**config.mk**
```make
export PLATFORM = sky130hd
export DESIGN_NAME = traffic_light_ctrl
export DESIGN_NICKNAME = d
export VERILOG_FILES = /design/src/rtl/traffic_light_ctrl.sv
export SDC_FILE = /design/constraint.sdc
export NUM_CORES = 1
export LEC_CHECK = 0
export CAP_MARGIN = 20
export CELL_PAD_IN_SITES_DETAIL_PLACEMENT = 1
export CELL_PAD_IN_SITES_GLOBAL_PLACEMENT = 2
export CORE_ASPECT_RATIO = 1.25
export CORE_UTILIZATION = 35
export CTS_CLUSTER_SIZE = 8
export DETAILED_ROUTE_END_ITERATION = 8
export GPL_TIMING_DRIVEN = 0
export PLACE_DENSITY_LB_ADDON = 0.1
export SLEW_MARGIN = 20
export SYNTH_ARGS = -nofsm -noshare
export SYNTH_HDL_FRONTEND = slang
export SYNTH_SLANG_ARGS = --single-unit
```
**constraint.sdc**
```tcl
create_clock -name clk -period 3.4 [get_ports clk]
set_input_delay 0.68 -clock clk [delete_from_list [all_inputs] [get_ports clk]]
set_output_delay 0.68 -clock clk [all_outputs]
set_load 0.01 [all_outputs]
```
**src/rtl/traffic_light_ctrl.sv**
```systemverilog
`default_nettype none
// ============================================================================
// Module      : traffic_light_ctrl
// Description : Multi-channel red/yellow/green traffic light controller.
//               A shared prescaler produces one tick every TICK_DIV cycles
//               while running. Each channel cycles RED -> GREEN -> YELLOW ->
//               RED, and each phase lasts its programmed number of ticks.
//               While paused, a configuration port writes the per-channel
//               phase times or loads a start phase.
//               Optional macro TL_PED_REQ_EN lets a pedestrian request cut
//               a green phase short, so that green ends two ticks later.
// Ports       : clk          system clock
//               rst          asynchronous, active-low reset
//               running      1 = timers advance and lights are driven
//               cfg_wr       one-cycle configuration write strobe
//               cfg_sel      target channel index
//               cfg_field    01 red, 10 yellow, 11 green time; 00 load phase
//               cfg_data     time in ticks, or phase code in [1:0]
//               ped_req      per-channel pedestrian request
//               light_color  channel i at [2i+1:2i]: 00 dark, 01 R, 10 Y, 11 G
//               phase_done   one-cycle pulse when channel i changes phase
//               cfg_err      one-cycle pulse after a rejected write
// Revision    : 1.0 - initial multi-channel release
// ============================================================================
module traffic_light_ctrl #(
    parameter int NUM_LIGHTS = 4,
    parameter int TIME_W     = 5,
    parameter int TICK_DIV   = 50000000,
    parameter int DEF_TIME   = 10,
    parameter int SEL_W      = 3
) (
    input  logic                    clk,
    input  logic                    rst,
    input  logic                    running,
    input  logic                    cfg_wr,
    input  logic [SEL_W-1:0]        cfg_sel,
    input  logic [1:0]              cfg_field,
    input  logic [TIME_W-1:0]       cfg_data,
    input  logic [NUM_LIGHTS-1:0]   ped_req,
    output logic [2*NUM_LIGHTS-1:0] light_color,
    output logic [NUM_LIGHTS-1:0]   phase_done,
    output logic                    cfg_err
);

    // The phase encoding doubles as the light_color code and matches the
    // cfg_field code of the time register that governs the phase.
    typedef enum logic [1:0] {
        ST_RED = 2'b01,
        ST_YEL = 2'b10,
        ST_GRN = 2'b11
    } phase_t;

    localparam int                 c_presc_w   = (TICK_DIV > 1) ? $clog2(TICK_DIV) : 1;
    localparam logic [c_presc_w-1:0] c_presc_max = c_presc_w'(TICK_DIV - 1);
    localparam logic [TIME_W-1:0]  c_def_time  = TIME_W'(DEF_TIME);
    localparam logic [SEL_W:0]     c_num_ch    = (SEL_W + 1)'(NUM_LIGHTS);

    // ------------------------------------------------------------------
    // Shared tick prescaler; held at zero while paused so the first tick
    // always arrives TICK_DIV cycles after running rises.
    // ------------------------------------------------------------------
    logic [c_presc_w-1:0] r_presc;
    logic                 w_tick;

    assign w_tick = running && (r_presc == c_presc_max);

    always_ff @(posedge clk or negedge rst) begin
        if (!rst) begin
            r_presc <= '0;
        end else if (!running || w_tick) begin
            r_presc <= '0;
        end else begin
            r_presc <= r_presc + 1'b1;
        end
    end

    // ------------------------------------------------------------------
    // Configuration acceptance: only while paused and to an existing channel.
    // ------------------------------------------------------------------
    logic w_cfg_ok;
    logic r_cfg_err;

    assign w_cfg_ok = cfg_wr && !running && ({1'b0, cfg_sel} < c_num_ch);

    always_ff @(posedge clk or negedge rst) begin
        if (!rst) begin
            r_cfg_err <= 1'b0;
        end else begin
            r_cfg_err <= cfg_wr && !w_cfg_ok;
        end
    end

    assign cfg_err = r_cfg_err;

`ifndef TL_PED_REQ_EN
    logic w_unused_ped;
    assign w_unused_ped = ^ped_req;
`endif

    // ------------------------------------------------------------------
    // Per-channel time registers and phase FSM.
    // ------------------------------------------------------------------
    genvar i;
    generate
        for (i = 0; i < NUM_LIGHTS; i++) begin : g_chan
            localparam logic [SEL_W-1:0] c_idx = SEL_W'(i);

            logic               w_hit;
            logic [TIME_W-1:0]  r_red, r_yel, r_grn;
            phase_t             r_phase, w_phase_nxt;
            logic [TIME_W-1:0]  r_count, w_count_nxt;
            logic               r_done, w_done_nxt;
            logic [TIME_W-1:0]  w_len, w_len_eff;

            assign w_hit = w_cfg_ok && (cfg_sel == c_idx);

            always_ff @(posedge clk or negedge rst) begin
                if (!rst) begin
                    r_red <= c_def_time;
                    r_yel <= c_def_time;
                    r_grn <= c_def_time;
                end else if (w_hit) begin
                    case (cfg_field)
                        2'b01:   r_red <= cfg_data;
                        2'b10:   r_yel <= cfg_data;
                        2'b11:   r_grn <= cfg_data;
                        default: ;
                    endcase
                end
            end

            always_ff @(posedge clk or negedge rst) begin
                if (!rst) begin
                    r_phase <= ST_RED;
                    r_count <= '0;
                    r_done  <= 1'b0;
                end else begin
                    r_phase <= w_phase_nxt;
                    r_count <= w_count_nxt;
                    r_done  <= w_done_nxt;
                end
            end

            always_comb begin
                w_len       = r_red;
                w_phase_nxt = r_phase;
                w_count_nxt = r_count;
                w_done_nxt  = 1'b0;

                case (r_phase)
                    ST_YEL:  w_len = r_yel;
                    ST_GRN:  w_len = r_grn;
                    default: w_len = r_red;
                endcase
                // A programmed length of zero behaves as a one-tick phase.
                w_len_eff = (w_len == '0) ? TIME_W'(1) : w_len;

                if (w_hit && (cfg_field == 2'b00)) begin
                    // Phase code 00 is not a light state; it restarts at red.
                    w_phase_nxt = (cfg_data[1:0] == 2'b00) ? ST_RED : phase_t'(cfg_data[1:0]);
                    w_count_nxt = '0;
                end else if (w_tick) begin
                    if (r_count == w_len_eff - TIME_W'(1)) begin
                        w_count_nxt = '0;
                        w_done_nxt  = 1'b1;
                        case (r_phase)
                            ST_RED:  w_phase_nxt = ST_GRN;
                            ST_GRN:  w_phase_nxt = ST_YEL;
                            default: w_phase_nxt = ST_RED;
                        endcase
`ifdef TL_PED_REQ_EN
                    end else if ((r_phase == ST_GRN) && ped_req[i] &&
                                 ((w_len_eff - r_count) > TIME_W'(2))) begin
                        // Jump so that exactly two more ticks of green remain.
                        w_count_nxt = w_len_eff - TIME_W'(2);
`endif
                    end else begin
                        w_count_nxt = r_count + TIME_W'(1);
                    end
                end
            end

            // Lights are dark while paused and while reset is held.
            assign light_color[2*i +: 2] = (rst && running) ? r_phase : 2'b00;
            assign phase_done[i]         = r_done;
        end
    endgenerate

endmodule
`default_nettype wire

```
==> metrics.md, run 1 <==
| Metric | Value |
|---|---|
| All-Layer GR Usage | `0.1991` |
| Unrepaired setup endpoints after global routing | `false` |
| Vias/cell | `5.395` |
| Fillcell total | `2071` |
| Max Slew Vio Count | `0` |
| CTS tree | `done` |
| DR DRC count | `0` |
| Final worst setup slack | `0.1980 ns` |
| Post-layout min period | `3.202 ns` |
| First-pass GRT wire length | `29.71 mm` |
| Die Width | `125.7 µm` |
| Layout cells sized above 1 | `0.2640` |
| Max IR drop VDD | `334.5 µV` |
| Routed len/inst | `19.46 µm` |
| Sequential fraction of the synthesis area | `0.4498` |
| LEAKAGE | `3.377 nW` |
| Synth top cells by count | `dfrtp_1, mux2_2, nand2_1, nor2_1, nand3_1` |
| CTS max path bufs | `2` |
| Remaining antenna violation count | `0` |
| Cells on worst reg2reg path | `13` |
| Clk root buf | `clkbuf_16` |
| Diode count | `0` |
| Synth Cell Area | `0.006698 mm²` |
| Worst r2r dst | `g_chan[2].r_phase[1]` |
| Relative max-transition margin | `0.4276` |
| Tightest Pin Transition | `0.8586 ns` |
| DRT iter0 DRCs | `176` |
| Via count | `5012` |
| Mapped Avg Cell Area | `10.58 µm²` |
| Worst-path clk slew | `0.06 ns` |
| Clock latency at the later pin of the worst-skew pair | `0.42 ns` |
| Number of synthesized flops with an enable pin | `0` |
| WP data arrival | `3.51 ns` |
| Final TNS setup | `0 ns` |
| Placed cell areas | `0.007289 mm²` |
| Hold Crit Class | `in -> async` |
| Slowest stage cell on the critical path | `dfstp_2` |
| Critical Path Sink | `g_chan[2].r_phase[1]` |
| CP cell instances | `buf_6 > mux2_2 > mux2i_4 > o41ai_2 > inv_1 > ha_1 > nand2_1 > a211o_2 > mux2i_1 > a2bb2oi_2 > nand4_4 > o211a_1 > a221o_1` |
| Crit start category | `register` |
| Pwr dens | `556.3 mW/mm²` |
| Total die area | `0.01970 mm²` |
| Grt ovf | `0` |
| Final Hold Viols | `0` |
| H-tree levels | `4` |
| Yosys cell types | `73` |
| Die Span Y | `156.7 µm` |
| Core Area | `0.01878 mm²` |
| Largest net degree at the start of global routing | `78` |
| Standard-cell rows | `56` |
| R2r setup slk | `0.20 ns` |
| Input/output buffers | `26` |
| Crit. Startpoint | `g_chan[2].r_phase[0]` |
| Synth Instances | `633` |
| Design Area, Final | `0.007990 mm²` |
| GPL Wtd Cong | `0.7765` |
| Initial DRT Pass Iterations | `4` |
| Post-synth ARST share | `1.000` |
| Critical path class | `reg -> reg` |
| Yosys reg bits | `119` |
| TritonCTS buffer count | `17` |
| Synthesis warning total | `0` |
| Syn Nets | `660` |
| Fmax | `0.3123 GHz` |
| Multi-input gate area | `0.003560 mm²` |
| Post-detail-place hpwl | `13.04 mm` |
| Outcome | `finished, final reports clean` |
| Sink Count | `119` |
| IO Count | `31` |
| Tcrit/Tclk final | `0.9418` |
| Final Setup Violations | `0` |
| Ys flop type | `dfrtp_1` |
| Pre-CTS WS | `-0.08389 ns` |
| Area Overhead vs Synth | `19.30%` |
| Number of global-route vias before repair | `5534` |
| Most numerous cell in the Yosys netlist | `dfrtp_1` |
| Critical path fanouts, max | `10` |
| Power, Total | `0.004445 W` |
| Initial Utilization | `0.3567` |
| Nets | `711` |
| CP endpoint kind | `register` |
| Crit path largest cell delay | `0.56 ns` |
| Hold_ws | `0.1902 ns` |
| Top cell type's share of synthesized area | `0.3400` |
| Max Cap Viol | `0` |
| Register area | `0.003013 mm²` |
| Ranking of synthesized cells by area | `dfrtp_1, mux2_2, dfstp_2, nand2_1, xor2_1` |
| Reg2reg start | `g_chan[2].r_phase[0]` |
| Req. time, crit path | `3.70 ns` |
| Final WL | `18.08 mm` |
| Worst clock skew | `0.009302 ns` |
| Synth area leader | `dfrtp_1` |
| Antenna violations before repair | `0` |
[where the power goes]
| part | internal, W | total [W] | switching [W] | leakage, nW |
|---|---|---|---|---|
| Sequential | 0.00157 | 0.00165 | 0.0000832 | 1.53 |
| Combinational | 0.000454 | 0.000977 | 0.000523 | 1.56 |
| Clock | 0.00117 | 0.00181 | 0.000644 | 0.296 |
[worst min path at each step]
stage / startpoint / end / depth (start not counted)
after floorplan: rst / cfg_err / 0
after global routing: rst / g_chan[2].r_yel[4] / 1
after global placement: g_chan[0].r_yel[2] / g_chan[0].r_yel[2] / 1
after detailed placement: g_chan[3].r_yel[2] / g_chan[3].r_yel[2] / 1
after CTS: rst / g_chan[2].r_yel[4] / 1
final: rst / g_chan[2].r_yel[4] / 1
[registers in the layout (all words and copies together) (netlist names)]
signal and count:
g_chan.r_yel 20, cfg_err 1, g_chan.r_count 20, g_chan.r_phase 8, g_chan.r_red 20, g_chan.r_done 4, r_presc 26, g_chan.r_grn 20
[stage by stage]
step                      utilization  instances
after floorplan                     -        633
after global placement         0.3860        891
after detailed placement       0.3882        892
after CTS                      0.4208        925
after global routing           0.4255        929
final                          0.4255        929
[worst max-delay path, delay by kind of cell (launching register included)]
family	cells	cell delay, ns
and+or+nand+nor	2	0.24
DFF	1	0.56
AOI/OAI and AO/OA	5	1.12
adders and majority gates	1	0.20
buffers and inverters	2	0.24
muxes	3	0.72
[logic make-up after synthesis]
logic type,Yosys count,share of synthesized area
simple gates,246,0.1896
flops,119,0.4498
mux,95,0.1635
compound gates,83,0.09528
xor+xnor,42,0.05492
buf+inv,39,0.03007
fa+ha+maj,9,0.01681
[timing repair]
| action | 4_1_cts | 5_1_grt |
|---|---|---|
| pin swaps | 1 | 3 |
| setup buffers | 1 | 4 |
| hold buffers | 0 | 0 |
| gates resized for setup | 3 | 13 |
| setup endpoints to repair | 2 | 22 |
[area by class of cell]
type,count,area share
Clock inverter,8,0.01206
Timing Repair Buffer,32,0.04087
Multi-Input combinational cell,475,0.4455
Clock buffer,24,0.06279
Sequential cell,119,0.3771
Inverter,9,0.004228
Tap cell,232,0.03633
Buffer,30,0.02114
[cell usage in the layout, fill, tap and decap left out, drive strengths merged, types with 5 or more instances in the layout]
cell	count
clkinv	5
and2	5
mux2i	22
nor2b	9
nand2b	6
clkbuf	38
nand2	65
ha	9
xor2	27
o211ai	8
nand3	36
nor3	9
buf	23
mux2	73
xnor2	15
inv	9
dfstp	28
nor4	7
dfrtp	91
nand4	11
nor2	51
o21ai	18
and3	17
a21oi	11
a211oi	9
clkdlybuf4s50	25
[per-layer routing]
layer | GRT usage | part of all wire | vias to the layer above
li1 | - | - | 2373
met3 | 0.04479 | 0.024 | 18
met1 | 0.2348 | 0.45 | 2572
met4 | 0.07229 | 0.015 | 0
met5 | 0 | 0 | -
met2 | 0.3540 | 0.51 | 49
(Power assumes the default switching activity.)
==> inputs of run 2 (changes only) <==
--- a/config.mk
+++ b/config.mk
@@ -13,6 +13,7 @@
 export CTS_CLUSTER_SIZE = 8
 export DETAILED_ROUTE_END_ITERATION = 8
 export GPL_TIMING_DRIVEN = 0
+export HOLD_SLACK_MARGIN = 0.03
 export PLACE_DENSITY_LB_ADDON = 0.1
 export SLEW_MARGIN = 20
 export SYNTH_ARGS = -nofsm -noshare
==> results of run 2 <==
Same layout as run 1: the final DEF is identical, and so are final timing and power.
==> inputs of run 3 (changes only) <==
==> constraint.sdc (replaced) <==
create_clock -name clk -period 3.6 [get_ports clk]
set_input_delay 0.72 -clock clk [delete_from_list [all_inputs] [get_ports clk]]
set_output_delay 0.72 -clock clk [all_outputs]
set_load 0.01 [all_outputs]
==> metrics.md, run 3 (synthesis gave the netlist of run 1 again) <==
| Metric | Value |
|---|---|
| Vias/cell | `5.374 (was 5.395)` |
| Clk root buf | `clkbuf_16 (unchanged)` |
| Total die area | `0.01970 mm² (unchanged)` |
| Max IR drop VDD | `315.9 µV (was 334.5 µV)` |
| Final Setup Violations | `0 (unchanged)` |
| Hold Crit Class | `in -> async (unchanged)` |
| Post-layout min period | `3.405 ns` |
| WP data arrival | `2.68 ns (was 3.51 ns)` |
| Placed cell areas | `0.007289 mm² (unchanged)` |
| All-Layer GR Usage | `0.1991 (about the same)` |
| GPL Wtd Cong | `0.7765 (unchanged)` |
| CTS tree | `done (unchanged)` |
| Area Overhead vs Synth | `18.01% (was 19.30%)` |
| Initial DRT Pass Iterations | `4 (unchanged)` |
| Fmax | `0.2937 GHz` |
| Final Hold Viols | `0 (unchanged)` |
| Core Area | `0.01878 mm² (unchanged)` |
| Clock latency at the later pin of the worst-skew pair | `0.42 ns (about the same)` |
| Commonest non-fill, non-tap cell in the layout | `dfrtp_1 (unchanged)` |
| Max FFs per register | `26 (unchanged)` |
| Critical path class | `in -> out (was reg -> reg)` |
| Final core utilization | `0.4209 (was 0.4255)` |
| Routed len/inst | `19.52 µm (was 19.46 µm)` |
| Hold Buf Count CTS | `0 (unchanged)` |
| Max Cap Viol | `0 (unchanged)` |
| DR DRC count | `0 (unchanged)` |
| Grt ovf | `0 (unchanged)` |
| Crit start category | `input pin (was register)` |
| Nets | `707 (was 711)` |
| Remaining antenna violation count | `0 (unchanged)` |
| Number of global-route vias before repair | `5529 (was 5534)` |
| Design Area, Final | `0.007904 mm² (was 0.007990 mm²)` |
| Diode count | `0 (unchanged)` |
| First-pass GRT wire length | `29.70 mm (was 29.71 mm)` |
| CTS max path bufs | `2 (unchanged)` |
| CP endpoint kind | `primary output (was register)` |
| Worst-path clk slew | `0.05 ns (was 0.06 ns)` |
| IO Count | `31 (unchanged)` |
| H-tree levels | `4 (unchanged)` |
| Critical path fanouts, max | `10 (unchanged)` |
| Largest net degree at the start of global routing | `78 (unchanged)` |
| DRT iter0 DRCs | `192 (was 176)` |
| Worst clock skew | `0.009531 ns (was 0.009302 ns)` |
| Tcrit/Tclk final | `0.9457` |
| Tightest Pin Transition | `0.8515 ns (was 0.8586 ns)` |
| Standard-cell rows | `56 (unchanged)` |
| Relative max-transition margin | `0.4323 (was 0.4276)` |
| Sink Count | `119 (unchanged)` |
| Initial Utilization | `0.3567 (unchanged)` |
| Pwr dens | `525.0 mW/mm² (was 556.3 mW/mm²)` |
| Post-detail-place hpwl | `13.04 mm (unchanged)` |
| Req. time, crit path | `2.88 ns (was 3.70 ns)` |
| Max Slew Vio Count | `0 (unchanged)` |
| Outcome | `finished, final reports clean (unchanged)` |
| Final WL | `18.06 mm (was 18.08 mm)` |
| Via count | `4971 (was 5012)` |
| Layout cells sized above 1 | `0.2482 (was 0.2640)` |
| Die Span Y | `156.7 µm (unchanged)` |
| Largest Register | `r_presc (unchanged)` |
| Most frequent cells in the layout | `dfrtp_1, mux2_2, nand2_1, nor2_1, nand3_1 (unchanged)` |
| Input/output buffers | `26 (unchanged)` |
| LEAKAGE | `3.350 nW (was 3.377 nW)` |
| Antenna violations before repair | `0 (unchanged)` |
| Die Width | `125.7 µm (unchanged)` |
| TritonCTS buffer count | `17 (unchanged)` |
| Unrepaired setup endpoints after global routing | `false (unchanged)` |
==> run 3: cell count changes in the layout (fill, tap and decap cells not counted), moves of 2 or more <==
cell / change
mux2i_1: +4
nor2_2: -2
buf_4: -4
mux2i_4: -3
nor2_1: +2
==> run 3: power breakdown <==
part           switching [W]  total [W]  internal [W]
clock               0.000609    0.00172       0.00111
sequential         0.0000754    0.00156       0.00148
combinational       0.000479   0.000876      0.000397
total                0.00116    0.00415       0.00299
==> run 3: path summary, 6_finish.rpt <==
kind	start	endpoint	slack, ns	cells after the start
hold / removal	rst	g_chan[2].r_yel[4]	0.23	1
setup / recovery	running	light_color[4]	0.20	4
min in group clk	g_chan[3].r_grn[4]	g_chan[3].r_grn[4]	0.51	1
setup reg to reg	g_chan[2].r_phase[0]	g_chan[2].r_phase[1]	0.26	11
hold reg to reg	g_chan[3].r_grn[4]	g_chan[3].r_grn[4]	0.51	1
max in group asynchronous	rst	g_chan[3].r_red[1]	2.55	2
==> run 3: through the flow <==
stage          hold slack (ns)  power (W)  TNS, ns  instances  setup slack, ns
2_1_floorplan           0.4244   0.002202        0        633           0.6077
3_3_place_gp            0.4797   0.002412  -354.04        891           -3.763
4_1_cts                 0.2403   0.004191        0        924          0.08915
5_1_grt                 0.2547   0.004355        0        925          0.04242
6_report                0.2285   0.004149        0        925           0.1954
3_5_place_dp            0.4915   0.002449        0        892           0.1161
==> run 3: timing repair <==
| action | 4_1_cts | 5_1_grt |
|---|---|---|
| endpoints found under the setup margin | 0 | 2 |
| resized for setup | 0 | 2 |
| hold endpoints to repair | 0 | 0 |
| setup buffers | 0 | 1 |
==> run 3: layout make-up <==
| cell class | count | area, µm² |
|---|---|---|
| clock inverters | 8 | 96.34 |
| well taps | 232 | 290.3 |
| repair buffers | 28 | 296.5 |
| multi-input cells | 475 | 3505 |
| clock buffers | 24 | 501.7 |
| plain buffers | 30 | 167.7 |
| fillers | 2079 | 10870 |
| inverters | 9 | 33.78 |
| flip-flops and latches | 119 | 3013 |
==> run 3: routing by layer <==
metal | up-vias | track usage | part of all wire
met2 | 50 | 0.3540 | 0.51
met1 | 2538 | 0.2347 | 0.45
met5 | - | 0 | 0
met3 | 20 | 0.04479 | 0.024
met4 | 0 | 0.07229 | 0.017
li1 | 2363 | - | -
==> run 3: worst max-delay path: stages <==
cell and delay [ns]:
clkdlybuf4s50_1 0.60, clkbuf_1 0.53, and3_2 0.29, clkdlybuf4s50_1 0.53
